==> src/rtl/alu_decode_stage.sv <==
// RV32I decode stage for the 6-bit-opcode ALU: one-entry registered pipeline stage.
// One cycle latency. in_ready = !out_valid || out_ready. Flush drops the held entry and the input.
module alu_decode_stage #(
  parameter int         PC_W         = 32,
  parameter logic [5:0] ILLEGAL_CODE = 6'h3F
) (
  input  logic            clk,
  input  logic            rst,
  input  logic            flush,
  input  logic            in_valid,
  output logic            in_ready,
  input  logic [31:0]     instr,
  input  logic [PC_W-1:0] in_pc,
  output logic            out_valid,
  input  logic            out_ready,
  output logic [PC_W-1:0] out_pc,
  output logic [5:0]      alu_cntrl,
  output logic [31:0]     imm_val,
  output logic [3:0]      shift_amount,
  output logic            shamt_sel,
  output logic [4:0]      rs1_addr,
  output logic [4:0]      rs2_addr,
  output logic [4:0]      rd_addr,
  output logic            rd_we,
  output logic            illegal_instr
);

  localparam logic [6:0] OPC_OP     = 7'b0110011;
  localparam logic [6:0] OPC_OP_IMM = 7'b0010011;
  localparam logic [6:0] OPC_LUI    = 7'b0110111;

  logic [6:0]  opcode;
  logic [2:0]  funct3;
  logic [6:0]  funct7;
  logic [5:0]  d_alu;
  logic [31:0] d_imm;
  logic [3:0]  d_shamt;
  logic        d_shamt_sel;
  logic [4:0]  d_rs1;
  logic [4:0]  d_rs2;
  logic        d_illegal;
  logic        d_we;

  assign opcode = instr[6:0];
  assign funct3 = instr[14:12];
  assign funct7 = instr[31:25];

  always_comb begin
    d_alu       = ILLEGAL_CODE;
    d_illegal   = 1'b1;
    d_imm       = '0;
    d_shamt     = '0;
    d_shamt_sel = 1'b0;
    d_rs1       = instr[19:15];
    d_rs2       = instr[24:20];
    case (opcode)
      OPC_OP: begin
        if (funct7 == 7'h00) begin
          d_illegal = 1'b0;
          case (funct3)
            3'b000:  d_alu = 6'd0;
            3'b001:  d_alu = 6'd2;
            3'b010:  d_alu = 6'd3;
            3'b011:  d_alu = 6'd4;
            3'b100:  d_alu = 6'd5;
            3'b101:  d_alu = 6'd6;
            3'b110:  d_alu = 6'd8;
            default: d_alu = 6'd9;
          endcase
        end else if (funct7 == 7'h20 && funct3 == 3'b000) begin
          d_illegal = 1'b0;
          d_alu     = 6'd1;
        end else if (funct7 == 7'h20 && funct3 == 3'b101) begin
          d_illegal = 1'b0;
          d_alu     = 6'd7;
        end
      end
      OPC_OP_IMM: begin
        d_rs2 = '0;
        d_imm = {{20{instr[31]}}, instr[31:20]};
        case (funct3)
          3'b000:  begin d_illegal = 1'b0; d_alu = 6'd10; end
          3'b010:  begin d_illegal = 1'b0; d_alu = 6'd11; end
          3'b011:  begin d_illegal = 1'b0; d_alu = 6'd13; end
          3'b100:  begin d_illegal = 1'b0; d_alu = 6'd14; end
          3'b110:  begin d_illegal = 1'b0; d_alu = 6'd15; end
          3'b111:  begin d_illegal = 1'b0; d_alu = 6'd16; end
          // Only a 4-bit shifter downstream: shamt >= 16 cannot be executed.
          3'b001: begin
            if (funct7 == 7'h00 && !instr[24]) begin
              d_illegal   = 1'b0;
              d_alu       = 6'd12;
              d_shamt     = instr[23:20];
              d_shamt_sel = 1'b1;
            end
          end
          default: begin
            if ((funct7 == 7'h00 || funct7 == 7'h20) && !instr[24]) begin
              d_illegal   = 1'b0;
              d_alu       = (funct7 == 7'h20) ? 6'd7 : 6'd6;
              d_shamt     = instr[23:20];
              d_shamt_sel = 1'b1;
            end
          end
        endcase
      end
      OPC_LUI: begin
        d_illegal = 1'b0;
        d_alu     = 6'd17;
        d_rs1     = '0;
        d_rs2     = '0;
        d_imm     = {instr[31:12], 12'b0};
      end
      default: ;
    endcase
    d_we = !d_illegal && (instr[11:7] != 5'd0);
  end

  assign in_ready = !out_valid || out_ready;

  always_ff @(posedge clk) begin
    if (rst) begin
      out_valid     <= 1'b0;
      out_pc        <= '0;
      alu_cntrl     <= ILLEGAL_CODE;
      imm_val       <= '0;
      shift_amount  <= '0;
      shamt_sel     <= 1'b0;
      rs1_addr      <= '0;
      rs2_addr      <= '0;
      rd_addr       <= '0;
      rd_we         <= 1'b0;
      illegal_instr <= 1'b0;
    end else if (flush) begin
      out_valid <= 1'b0;
    end else if (in_valid && in_ready) begin
      out_valid     <= 1'b1;
      out_pc        <= in_pc;
      alu_cntrl     <= d_alu;
      imm_val       <= d_imm;
      shift_amount  <= d_shamt;
      shamt_sel     <= d_shamt_sel;
      rs1_addr      <= d_rs1;
      rs2_addr      <= d_rs2;
      rd_addr       <= instr[11:7];
      rd_we         <= d_we;
      illegal_instr <= d_illegal;
    end else if (out_ready) begin
      out_valid <= 1'b0;
    end
  end

endmodule

==> config.mk <==
export PLATFORM = sky130hd
export DESIGN_NAME = alu_decode_stage
export DESIGN_NICKNAME = d
export VERILOG_FILES = /design/src/rtl/alu_decode_stage.sv
export SDC_FILE = /design/constraint.sdc
export NUM_CORES = 1
export LEC_CHECK = 0
export BUFFER_PORTS_ARGS = -buffer_cell sky130_fd_sc_hd__buf_2
export CAP_MARGIN = 10
export CORE_ASPECT_RATIO = 0.7
export CORE_MARGIN = 8
export CORE_UTILIZATION = 35
export DETAILED_ROUTE_END_ITERATION = 8
export GPL_TIMING_DRIVEN = 0
export SLEW_MARGIN = 40
export SYNTH_ARGS = -nofsm -noshare
export SYNTH_HDL_FRONTEND = slang
export SYNTH_SLANG_ARGS = --single-unit
==> constraint.sdc <==
create_clock -name clk -period 1.7 [get_ports clk]
set_input_delay 0.34 -clock clk [delete_from_list [all_inputs] [get_ports clk]]
set_output_delay 0.34 -clock clk [all_outputs]
set_load 0.03 [all_outputs]
==> results.yml <==
global_route:
  grt_remaining_overflow: 0
  grt_start_max_net_pins: 16
  first_pass_grt_wire_length_mm: 20.8
  grt_usage_pct: 18.5
  first_global_vias: 3883
  antenna_found_initial: 0
hold_path:
  whs_path_depth: 2
  worstHoldStart: "flush"
  hold_wc_path_type: "input pin to flop"
  hold-path-endpoint: "out_valid"
floorplanning:
  floorplan.initialDensity_pct: 35.8
  core.rowCount: 31
  floorplan.die_area_mm2: 0.0141
  io_pins: 163
  floorplan.core_area_mm2: 0.0103
  floorplan.die.height_um: 102
  overall_die_width_um: 139
power_and_ir_drop:
  netSwitchingFraction_pct: 25.5
  internal_power_mw: 3.77
  total_power_mw: 5.05
  max-vdd-ir-drop_mv: 0.473
  static-leakage-power_nw: 2.21
  sequentialPowerShare_pct: 44.7
  portion_of_total_power_attributed_to_combinational_logic_pct: 12.1
  p_clk_share_pct: 43.1
  net-switching-power_mw: 1.29
  power-per-cell-area_mw_per_mm2: 990
yosys:
  synth.avg_cell_area_um2: 7.89
  synthArstFlopShare_pct: 0
  synth_enable_flop_cells: 0
  synthDominantAreaCellType: "dfxtp_1"
  sequential_to_total_area_share_from_yosys_stat_pct: 50.4
  synth.lib_cells_used.distinct: 37
  warnings_from_yosys: 0
  syn-instance-count: 468
  netlist_area_before_placement_mm2: 0.00369
  yosys_most_used_dff: "dfxtp_1"
  ys_top_cells_by_area: "dfxtp_1 (50%), nand2_1 (12%), a21oi_1 (8.4%)"
  ys_ff_latch: 93
  synth_largest_type_area_fraction_pct: 50.4
  postSynthNetCount: 537
timing:
  post_route_fraction_of_the_period_consumed_by_the_critical_path_pct: 98.4
  hold_viol: 0
  grt_setup_unrepaired: "yes"
  final-setup-viol-count: 0
  fmax_mhz: 598
  fin_hold_ws_ns: 0.221
  finalMaxSlewViolations: 0
  setup_total_negative_slack_ns: 0
  timing.slew.headroom_pct: 55.0
  final.setup_skew_ns: 0.00487
  final_period_demand_of_the_worst_path_ns: 1.67
  max_slew.worst_pin.slew_ns: 0.675
detailed_routing:
  ant_nets_after_route: 0
  routed-via-count: 4027
  drtIter0Drc: 279
  vias_per_cell: 5.17
  post-route-drc-count: 0
  avgRoutedWirePerCell_um: 17.4
  dr.pass1.iters: 5
  finalWirelength_mm: 13.5
critical_path:
  reg2regPathDepth: 6
  crit-reg2reg-capture: "rs1_addr[3]"
  crit_path_start_kind: "input pin"
  critical_path_required_ns: 1.92
  cp_max_fo: 4
  crit_arrival_ns: 1.89
  setup.reg_to_reg.worst_slack_ns: 0.08
  setup.worst_path.class: "input pin to flop"
  end_kind: "flop"
  reg2reg_from: "out_valid"
final_layout:
  fraction_of_layout_cells_with_a_size_suffix_above_1_pct: 33.7
  regArea_mm2: 0.00187
  post_layout_inst_area_mm2: 0.00510
  area_delta_synth_final_pct: 38.2
  layout.nets: 710
  layout.filler_cells: 1044
  multi_input_area_mm2: 0.00171
clock_network:
  clockRootBuffer: "clkbuf_16"
  clkSlewWorstSetupHoldPaths_ns: 0.06
  worstSkewPairLatency_ns: 0.34
  clock_tree.htree_level_count: 3
  clock-sinks: 93
  cts_hold_buf: 0
  cts_tree: "built"
  cts_max_path_buffers: 2
  cts-buffers-inserted: 9
placement:
  cell_area_after_placement_mm2: 0.00468
  gp_congestion: 0.889
  placement.io_buffers: 160
  detailed_place_hpwl_mm: 10.4
job:
  cap_violations: 0
outcome:
  outcome: "completed"
## state kept, by name (all words and copies together) (netlist names)
name and flops:
rs2_addr 5, rs1_addr 5, out_pc 32, imm_val 32, alu_cntrl 6, out_valid 1, rd_we 1, shamt_sel 1
rd_addr 5, shift_amount 4, illegal_instr 1
## cells in the final DEF, fill, tap and decap left out, types with 2 or more instances in the layout
| cell | n |
|---|---|
| buf_2 | 168 |
| nand2_1 | 119 |
| dfxtp_1 | 92 |
| a21oi_1 | 62 |
| nand3_1 | 40 |
| nor2_1 | 27 |
| a31oi_1 | 20 |
| clkbuf_1 | 14 |
| clkbuf_2 | 11 |
| a22oi_1 | 10 |
| clkbuf_16 | 9 |
| o21ai_0 | 8 |
| nor2b_1 | 5 |
| nor3_1 | 5 |
| clkbuf_4 | 4 |
| buf_4 | 3 |
| and2_1 | 2 |
| nand3b_1 | 2 |
| inv_1 | 2 |
| or2_2 | 2 |
| or4_4 | 2 |
| or3_1 | 2 |
| a211oi_2 | 2 |
| a2bb2oi_1 | 2 |
| o32ai_1 | 2 |
| a211oi_1 | 2 |
| o22ai_1 | 2 |
| bufinv_16 | 2 |
## synthesized netlist by cell type (5+ instances only)
library cell,number
clkbuf_1,31
nor2b_1,6
a31oi_1,20
a21oi_1,62
a22oi_1,10
nand2_1,119
nand3_1,40
nor3_1,5
o21ai_0,8
dfxtp_1,93
buf_2,5
nor2_1,27
## cell families (layout without fill, tap and decap cells)
group	after synthesis	count (layout)	share of synthesized area, %
AO/OA/AOI/OAI	116	116	19.0
flip-flops	93	93	50.4
buffers and inverters	42	220	4.44
AND/OR/NAND/NOR	217	217	26.1
other	0	1	0
## area by class of cell
cell class	count	share of cell area, %
sequential	93	36.6
multi-input combinational	333	33.5
timing repair buffer	163	16.5
clock buffer	11	4.76
buffer	38	3.60
tap	132	3.24
clock inverter	5	1.62
inverter	3	0.221
antenna	1	0.0490
## critical path, stage by stage
cell and delay (ns):
buf_8 0.10, or4_4 0.58, a2111oi_4 0.27, and4b_1 0.27, a211oi_2 0.22, nand3_1 0.10
## metrics by stage
step                      util [%]  cells  setup slack [ns]
after global routing          49.4    778           -0.0128
after floorplan                  -    468           -0.0265
after global placement        45.4    760            -0.545
final                         49.5    779            0.0267
after detailed placement      45.4    760            -0.560
after CTS                     49.2    779            0.0118
## worst max path at each step
stage          startpoint       endpoint  cells after the start
2_1_floorplan   instr[31]  illegal_instr                      5
3_3_place_gp    out_ready  illegal_instr                      7
3_5_place_dp     instr[6]    imm_val[30]                      8
4_1_cts         instr[31]   alu_cntrl[5]                      6
5_1_grt         instr[31]   alu_cntrl[5]                      6
6_report        instr[31]   alu_cntrl[5]                      6
## layer usage
layer,vias up,routed length [um],global-route usage [%]
met1,1907,5820,22.7
met2,140,6280,29.9
li1,1962,-,-
met3,18,1190,6.49
met4,0,225,6.13
met5,-,0,0
## power groups by stage
stage                     sequential, mW  combinational [mW]  clock [mW]
after floorplan                     2.43               0.226           0
after global placement              2.31               0.582           0
after detailed placement            2.31               0.591           0
after CTS                           2.26               0.606        2.22
after global routing                2.27               0.666        2.32
final                               2.26               0.613        2.18
## what timing repair did
item,CTS,global route
gates resized for setup,14,26
setup endpoints to repair,86,69
buffers inserted,3,0
pin swaps,2,2
Note: power is estimated with default switching activity, not from simulation.
